File: config.mk
export PLATFORM = sky130hd
export DESIGN_NAME = sdcard_spi_responder
export DESIGN_NICKNAME = d
export VERILOG_FILES = /design/src/rtl/sdcard_spi_responder.sv
export SDC_FILE = /design/constraint.sdc
export NUM_CORES = 1
export LEC_CHECK = 0
export ABC_AREA = 0
export BUFFER_PORTS_ARGS = -buffer_cell sky130_fd_sc_hd__clkbuf_2
export CAP_MARGIN = 20
export CORE_AREA = 4 4 123 125
export CTS_BUF_LIST = sky130_fd_sc_hd__clkbuf_4 sky130_fd_sc_hd__clkbuf_8 sky130_fd_sc_hd__clkbuf_16
export DETAILED_ROUTE_END_ITERATION = 6
export DIE_AREA = 0 0 127 129
export PLACE_DENSITY_LB_ADDON = 0.2
export SLEW_MARGIN = 25
export SYNTH_ARGS = -nofsm -noshare
export SYNTH_HDL_FRONTEND = slang
export SYNTH_SLANG_ARGS = --single-unit
File: constraint.sdc
create_clock -name clk_i -period 2.42 [get_ports clk_i]
set_input_delay 0.484 -clock clk_i [delete_from_list [all_inputs] [get_ports clk_i]]
set_output_delay 0.484 -clock clk_i [all_outputs]
set_load 0.03 [all_outputs]
File: src/rtl/sdcard_spi_responder.sv
// sdcard_spi_responder: SPI-mode SD card model answering CMD0/CMD1/CMD17 with block reads from a byte memory port
module sdcard_spi_responder #(
  parameter int NCR        = 8,
  parameter int NAC        = 16,
  parameter int INIT_POLLS = 3,
  parameter int GEN_CRC16  = 1
) (
  input  logic        clk_i,
  input  logic        rst_x_i,
  input  logic        cs_i,
  input  logic        di_i,
  output logic        do_o,
  output logic        mem_rd_o,
  output logic [31:0] mem_adr_o,
  input  logic [7:0]  mem_rdata_i,
  output logic        card_ready_o,
  output logic [5:0]  last_cmd_o
);
  typedef enum logic [2:0] {RX, NCR_WAIT, SEND_R1, NAC_WAIT, SEND_TOKEN, SEND_DATA, SEND_CRC} state_t;
  typedef enum logic [1:0] {UNINIT, IDLE, READY} card_t;
  localparam logic [7:0] NCR_END  = 8'(NCR - 1);
  localparam logic [7:0] NAC_END  = 8'(NAC - 1);
  localparam logic [3:0] POLL_END = 4'(INIT_POLLS);
  state_t      state_q, state_d;
  card_t       card_q, card_d, card_p_q, card_p_d, card_n;
  logic [3:0]  polls_q, polls_d, polls_p_q, polls_p_d, polls_n, poll_inc;
  logic        rx_act_q, rx_act_d, data_q, data_d, data_n, resp, ready, crc_ok;
  logic [46:0] sr_q, sr_d;
  logic [7:0]  cnt_q, cnt_d, tx_q, tx_d, nxt_q, nxt_d, r1;
  logic [8:0]  byte_q, byte_d;
  logic [15:0] crc_q, crc_d, crc_step;
  logic [31:0] adr_q, adr_d, arg_q, arg_d;
  logic [5:0]  last_q, last_d, idx;
  logic [47:0] frame;
  logic        valid;
  assign frame        = {sr_q, di_i};
  assign idx          = frame[45:40];
  assign valid        = !frame[47] && frame[46] && frame[0];
  assign crc_ok       = frame[7:1] == 7'h4A;
  assign ready        = card_q == READY;
  assign poll_inc     = polls_q + 4'd1;
  assign crc_step     = {crc_q[14:0], 1'b0} ^ ((crc_q[15] ^ tx_q[7]) ? 16'h1021 : 16'h0000);
  assign card_ready_o = ready;
  assign mem_adr_o    = adr_q;
  assign last_cmd_o   = last_q;
  // R1 and pending card state for the frame completing this cycle
  always_comb begin
    resp    = 1'b1;
    r1      = 8'h00;
    card_n  = card_q;
    polls_n = polls_q;
    data_n  = 1'b0;
    if (idx == 6'd0) begin
      r1      = crc_ok ? 8'h01 : 8'h09;
      card_n  = crc_ok ? IDLE : card_q;
      polls_n = crc_ok ? 4'd0 : polls_q;
    end else if (card_q == UNINIT) begin
      resp = 1'b0;
    end else if (idx == 6'd1) begin
      polls_n = ready ? polls_q : poll_inc;
      card_n  = (ready || poll_inc == POLL_END) ? READY : IDLE;
      r1      = (ready || poll_inc == POLL_END) ? 8'h00 : 8'h01;
    end else if (idx == 6'd17) begin
      r1     = !ready ? 8'h05 : (frame[16:8] != 9'd0 ? 8'h20 : 8'h00);
      data_n = ready && frame[16:8] == 9'd0;
    end else begin
      r1 = {5'd0, 1'b1, 1'b0, !ready};
    end
  end
  // next-state, bit shifters, prefetch and DO/MEM_RD generation
  always_comb begin
    state_d   = state_q;
    card_d    = card_q;
    polls_d   = polls_q;
    card_p_d  = card_p_q;
    polls_p_d = polls_p_q;
    rx_act_d  = rx_act_q;
    data_d    = data_q;
    sr_d      = sr_q;
    cnt_d     = cnt_q + 8'd1;
    tx_d      = {tx_q[6:0], 1'b1};
    nxt_d     = nxt_q;
    byte_d    = byte_q;
    crc_d     = crc_q;
    adr_d     = adr_q;
    arg_d     = arg_q;
    last_d    = last_q;
    do_o      = 1'b1;
    mem_rd_o  = 1'b0;
    case (state_q)
      RX: begin
        tx_d  = tx_q;
        cnt_d = cnt_q;
        if (rx_act_q) begin
          sr_d  = {sr_q[45:0], di_i};
          cnt_d = cnt_q + 8'd1;
          if (cnt_q == 8'd47) begin
            rx_act_d = 1'b0;
            cnt_d    = 8'd0;
            if (valid) begin
              last_d = idx;
              if (resp) begin
                state_d   = NCR_WAIT;
                tx_d      = r1;
                card_p_d  = card_n;
                polls_p_d = polls_n;
                data_d    = data_n;
                arg_d     = frame[39:8];
              end
            end
          end
        end else if (!di_i) begin
          rx_act_d = 1'b1;
          sr_d     = 47'd0;
          cnt_d    = 8'd1;
        end
      end
      NCR_WAIT: begin
        tx_d = tx_q;
        if (cnt_q == NCR_END) begin
          state_d = SEND_R1;
          cnt_d   = 8'd0;
        end
      end
      SEND_R1: begin
        do_o = tx_q[7];
        if (cnt_q == 8'd7) begin
          state_d = data_q ? NAC_WAIT : RX;
          card_d  = card_p_q;
          polls_d = polls_p_q;
          cnt_d   = 8'd0;
        end
      end
      NAC_WAIT: begin
        if (cnt_q == NAC_END) begin
          state_d = SEND_TOKEN;
          cnt_d   = 8'd0;
          tx_d    = 8'hFE;
          adr_d   = arg_q;
          byte_d  = 9'd0;
          crc_d   = GEN_CRC16 != 0 ? 16'h0000 : 16'hFFFF;
        end
      end
      SEND_TOKEN: begin
        do_o     = tx_q[7];
        mem_rd_o = cnt_q == 8'd2;
        nxt_d    = cnt_q == 8'd3 ? mem_rdata_i : nxt_q;
        if (cnt_q == 8'd7) begin
          state_d = SEND_DATA;
          tx_d    = nxt_q;
          cnt_d   = 8'd0;
        end
      end
      SEND_DATA: begin
        do_o     = tx_q[7];
        crc_d    = GEN_CRC16 != 0 ? crc_step : crc_q;
        mem_rd_o = cnt_q == 8'd2 && byte_q != 9'd511;
        adr_d    = (cnt_q == 8'd1 && byte_q != 9'd511) ? adr_q + 32'd1 : adr_q;
        nxt_d    = cnt_q == 8'd3 ? mem_rdata_i : nxt_q;
        if (cnt_q == 8'd7) begin
          cnt_d   = 8'd0;
          state_d = byte_q == 9'd511 ? SEND_CRC : SEND_DATA;
          byte_d  = byte_q + 9'd1;
          tx_d    = nxt_q;
        end
      end
      SEND_CRC: begin
        do_o  = crc_q[15];
        crc_d = {crc_q[14:0], 1'b0};
        if (cnt_q == 8'd15) begin
          state_d = RX;
          cnt_d   = 8'd0;
        end
      end
      default: state_d = RX;
    endcase
    if (cs_i) begin
      state_d  = RX;
      rx_act_d = 1'b0;
      cnt_d    = 8'd0;
    end
  end
  // state registers with synchronous active-low reset
  always_ff @(posedge clk_i) begin
    if (!rst_x_i) begin
      state_q   <= RX;
      card_q    <= UNINIT;
      polls_q   <= 4'd0;
      card_p_q  <= UNINIT;
      polls_p_q <= 4'd0;
      rx_act_q  <= 1'b0;
      data_q    <= 1'b0;
      sr_q      <= 47'd0;
      cnt_q     <= 8'd0;
      tx_q      <= 8'hFF;
      nxt_q     <= 8'd0;
      byte_q    <= 9'd0;
      crc_q     <= 16'd0;
      adr_q     <= 32'd0;
      arg_q     <= 32'd0;
      last_q    <= 6'd0;
    end else begin
      state_q   <= state_d;
      card_q    <= card_d;
      polls_q   <= polls_d;
      card_p_q  <= card_p_d;
      polls_p_q <= polls_p_d;
      rx_act_q  <= rx_act_d;
      data_q    <= data_d;
      sr_q      <= sr_d;
      cnt_q     <= cnt_d;
      tx_q      <= tx_d;
      nxt_q     <= nxt_d;
      byte_q    <= byte_d;
      crc_q     <= crc_d;
      adr_q     <= adr_d;
      arg_q     <= arg_d;
      last_q    <= last_d;
    end
  end
endmodule

==> impl_metrics.tcl <==
set metrics [dict create \
    num-fill-cells 1109 \
    final_cells 1256 \
    synth_compound_area_share_pct 23.6 \
    routabilityCongestion 0.919 \
    num_rows 43 \
    synth-xor-area-share_pct 1.26 \
    postPlaceCellArea_um2 9040 \
    path_max_fanout 4 \
    grt_max_degree 57 \
    finalHoldViolations 0 \
    p_leak_nw 3.48 \
    yosys_warnings 0 \
    rsz0062_at_grt "true" \
    synth_cell_type_count 81 \
    crit_type "reg -> out" \
    setup_viol 0 \
    drt-initial-drc-count 980 \
    core_area_um2 13900 \
    io_pins 53 \
    max_cap_viol_count 0 \
    drive_above_1_share_pct 17.4 \
    path_common_cell "ha_4" \
    status "completed" \
    firstDrtPassIters 5 \
    clock_sinks 183 \
    endpoint_kind "output port" \
    synth_nets 1029 \
    powerDensity_nw_per_um2 615 \
    synth.avg_cell_area_um2 8.30 \
    ys_ff_latch 183 \
    postRouteAntennaNets 0 \
    final_area_um2 9800 \
    nNetsFinal 1084 \
    grt_pass1_vias 6941 \
    start_kind "flop" \
    synth_simple_gate_area_share_pct 24.6 \
    die_h_um 129 \
    die_w_um 127 \
    track_usage_pct 26.0 \
    dp_hpwl_um 14000 \
    dp.cells 1217 \
    synth_top_area_share_pct 43.8 \
    setup_ws_ns 0.0611 \
    clkLatencyLatePin_ns 0.43 \
    cts_inserted_buffers 17 \
    area_delta_synth_final_pct 17.0 \
    antenna_found_initial 0 \
    cp_cell_sequence "ha_4 -> and2_4 -> nand2_2 -> nor2_4 -> ha_4 -> buf_6 -> nand2_1 -> and3_1 -> clkbuf_8" \
    die_area_um2 16400 \
    syn_inst 1009 \
    worst_slew_pin_slew_ns 0.651 \
    diodes 0 \
    critPathRequiredTime_ns 1.94 \
    cts_tree "yes" \
    avgViaCountPerCell 6.25 \
    slowest_delay_ns 0.37 \
    route.detailed.drc 0 \
    hold_buffers 0 \
    yosysSeqAreaShare_pct 43.8 \
    io_buffers 52 \
    pre_cts_ws_ns 0.00108 \
    synthAdderAreaFrac_pct 1.20 \
    synth.mux.area_fraction_pct 1.45 \
    fin_crit_sh_pct 97.5 \
    synth_area_leaders "dfxtp_1, nand2_1, a22oi_1" \
    drv_slew 0 \
    cp_slowest_cell "dfxtp_4" \
    multiInputGateArea_um2 4440 \
    hp-class "in -> reg" \
    htree_levels 4 \
    wirelength_um 21500 \
    cts_buffer_depth 2 \
    synthFlopType "dfxtp_1" \
    seqCellArea_um2 3670 \
    fin_skew_ns 0.00869 \
    initial_utilization_pct 60.3 \
    clkTransAtPathRegs_ns 0.07 \
    max_freq_ghz 0.424 \
    period_needed_ns 2.36 \
    root_buffer "clkbuf_16" \
    vdd.ir_drop.worst_uv 631 \
    synth.largest_area_cell "dfxtp_1" \
    vias 7850 \
    wl_per_cell_um 17.1 \
    grt-ovfl-total 0 \
    synth-edff-count 0 \
    slew_headroom_pct 56.5 \
    synth-async-reset-ratio_pct 0 \
    synth_top_family_by_area "simple AND/OR/NAND/NOR gates" \
    grt_pass1_wl_um 35000 \
    worstPathArrival_ns 1.87 \
    syn_area_um2 8370 \
]
-- routing by layer --
metal | wire, um | up-vias | track usage (%)
li1 | - | 3784 | -
met1 | 9660 | 3674 | 37.8
met5 | 0 | - | 0
met2 | 9430 | 366 | 38.3
met4 | 333 | 0 | 7.76
met3 | 2030 | 26 | 6.77
-- through the flow --
stage                     utilization (%)  TNS (ns)  hold slack [ns]  power, mW
after global placement               64.9         0            0.440       3.23
after CTS                            70.2         0            0.279       6.06
after floorplan                         -         0            0.429       3.17
final                                70.6         0            0.289       6.03
after global routing                 70.6   -0.0306            0.296       6.20
after detailed placement             65.1         0            0.447       3.24
-- worst paths after layout --
| check | start | end | slack [ns] | cells past startpoint |
|---|---|---|---|---|
| worst max-delay path | byte_q[0]$_SDFFE_PN0P_ | mem_rd_o | 0.06 | 9 |
| worst min-delay path | mem_rdata_i[3] | nxt_q[3]$_SDFFE_PN0P_ | 0.29 | 3 |
| worst max register to register | byte_q[0]$_SDFFE_PN0P_ | mem_adr_o[31]$_SDFFE_PN0P_ | 0.14 | 12 |
| worst min register to register | arg_q[22]$_SDFFE_PN0P_ | arg_q[22]$_SDFFE_PN0P_ | 0.46 | 2 |
-- synthesized netlist by cell type (3+ instances only) --
| library cell | instances |
|---|---|
| a211oi_1 | 11 |
| buf_1 | 6 |
| o211ai_1 | 7 |
| nor3_1 | 26 |
| a21boi_0 | 3 |
| a211o_1 | 3 |
| nor2b_1 | 4 |
| dfxtp_1 | 183 |
| a21oi_1 | 88 |
| nor2_1 | 117 |
| xnor2_1 | 4 |
| nand2b_1 | 5 |
| and3_1 | 15 |
| or4_1 | 4 |
| ha_1 | 8 |
| and4_1 | 3 |
| o22ai_1 | 8 |
| nor4_1 | 8 |
| clkbuf_1 | 52 |
| and2_1 | 4 |
| inv_1 | 11 |
| nor4_4 | 3 |
| a311oi_1 | 3 |
| nand4_1 | 13 |
| a22oi_1 | 68 |
| o221a_2 | 4 |
| nand3_1 | 44 |
| o31ai_1 | 6 |
| nand2_1 | 143 |
| o21ai_0 | 25 |
| xor2_1 | 8 |
| buf_4 | 5 |
| a41oi_1 | 7 |
| a31oi_1 | 9 |
| o41ai_1 | 4 |
| nor3b_1 | 5 |
| or3_1 | 9 |
| o21a_1 | 11 |
| buf_2 | 7 |
| mux2i_1 | 11 |
-- sequential cells by signal, indices dropped and copies added (netlist names), 6 cells and up --
signal and cells:
last_cmd_o 6, cnt_q 8, byte_q 9, tx_q 8, mem_adr_o 32, sr_q 47, arg_q 32, crc_q 16
nxt_q 8
-- critical path, delay by kind of cell (launching register included) --
family	cells	cell delay [ns]
simple gates	5	0.56
flops	1	0.37
fa+ha+maj	2	0.28
buf+inv	2	0.24
-- placed cells by master (no fill, tap or decap), types with 7 or more instances in the layout --
master,count
a211oi_1,11
a21oi_1,87
a22oi_1,68
a31oi_1,9
a41oi_1,7
and3_1,14
buf_12,7
buf_4,47
clkbuf_16,17
clkbuf_2,51
dfxtp_1,177
inv_1,10
mux2i_1,11
nand2_1,141
nand3_1,44
nand4_1,13
nor2_1,114
nor3_1,26
nor4_1,7
o211ai_1,7
o21a_1,11
o21ai_0,25
o22ai_1,8
or3_1,9
xor2_1,8
-- area by class of cell --
cell class | instances | share of cell area [%]
sequential | 183 | 37.5
timing repair buffer | 108 | 8.17
multi-input combinational | 743 | 45.4
tap | 180 | 2.30
clock buffer | 18 | 4.48
inverter | 11 | 0.447
clock inverter | 13 | 1.75
-- repair_timing --
item,4_1_cts,5_1_grt
endpoints found under the hold margin,0,0
setup endpoints to repair,8,16
pin swaps,6,3
resized for setup,14,10
buffers inserted,9,0
-- cell families after synthesis --
group                    after synthesis
multiplexers                          12
AND/OR/NAND/NOR                      425
buffers and inverters                 83
AO/OA/AOI/OAI                        286
XOR/XNOR                              12
flip-flops                           183
adder cells (fa/ha/maj)                8
-- power by group --
part | internal (mW) | switching [mW] | leakage [nW]
clock | 1.66 | 1.20 | 0.299
combinational | 0.0446 | 0.108 | 1.71
sequential | 3.01 | 0.00361 | 1.48
total | 4.72 | 1.31 | 3.48
Note: power is estimated with default switching activity, not from simulation.
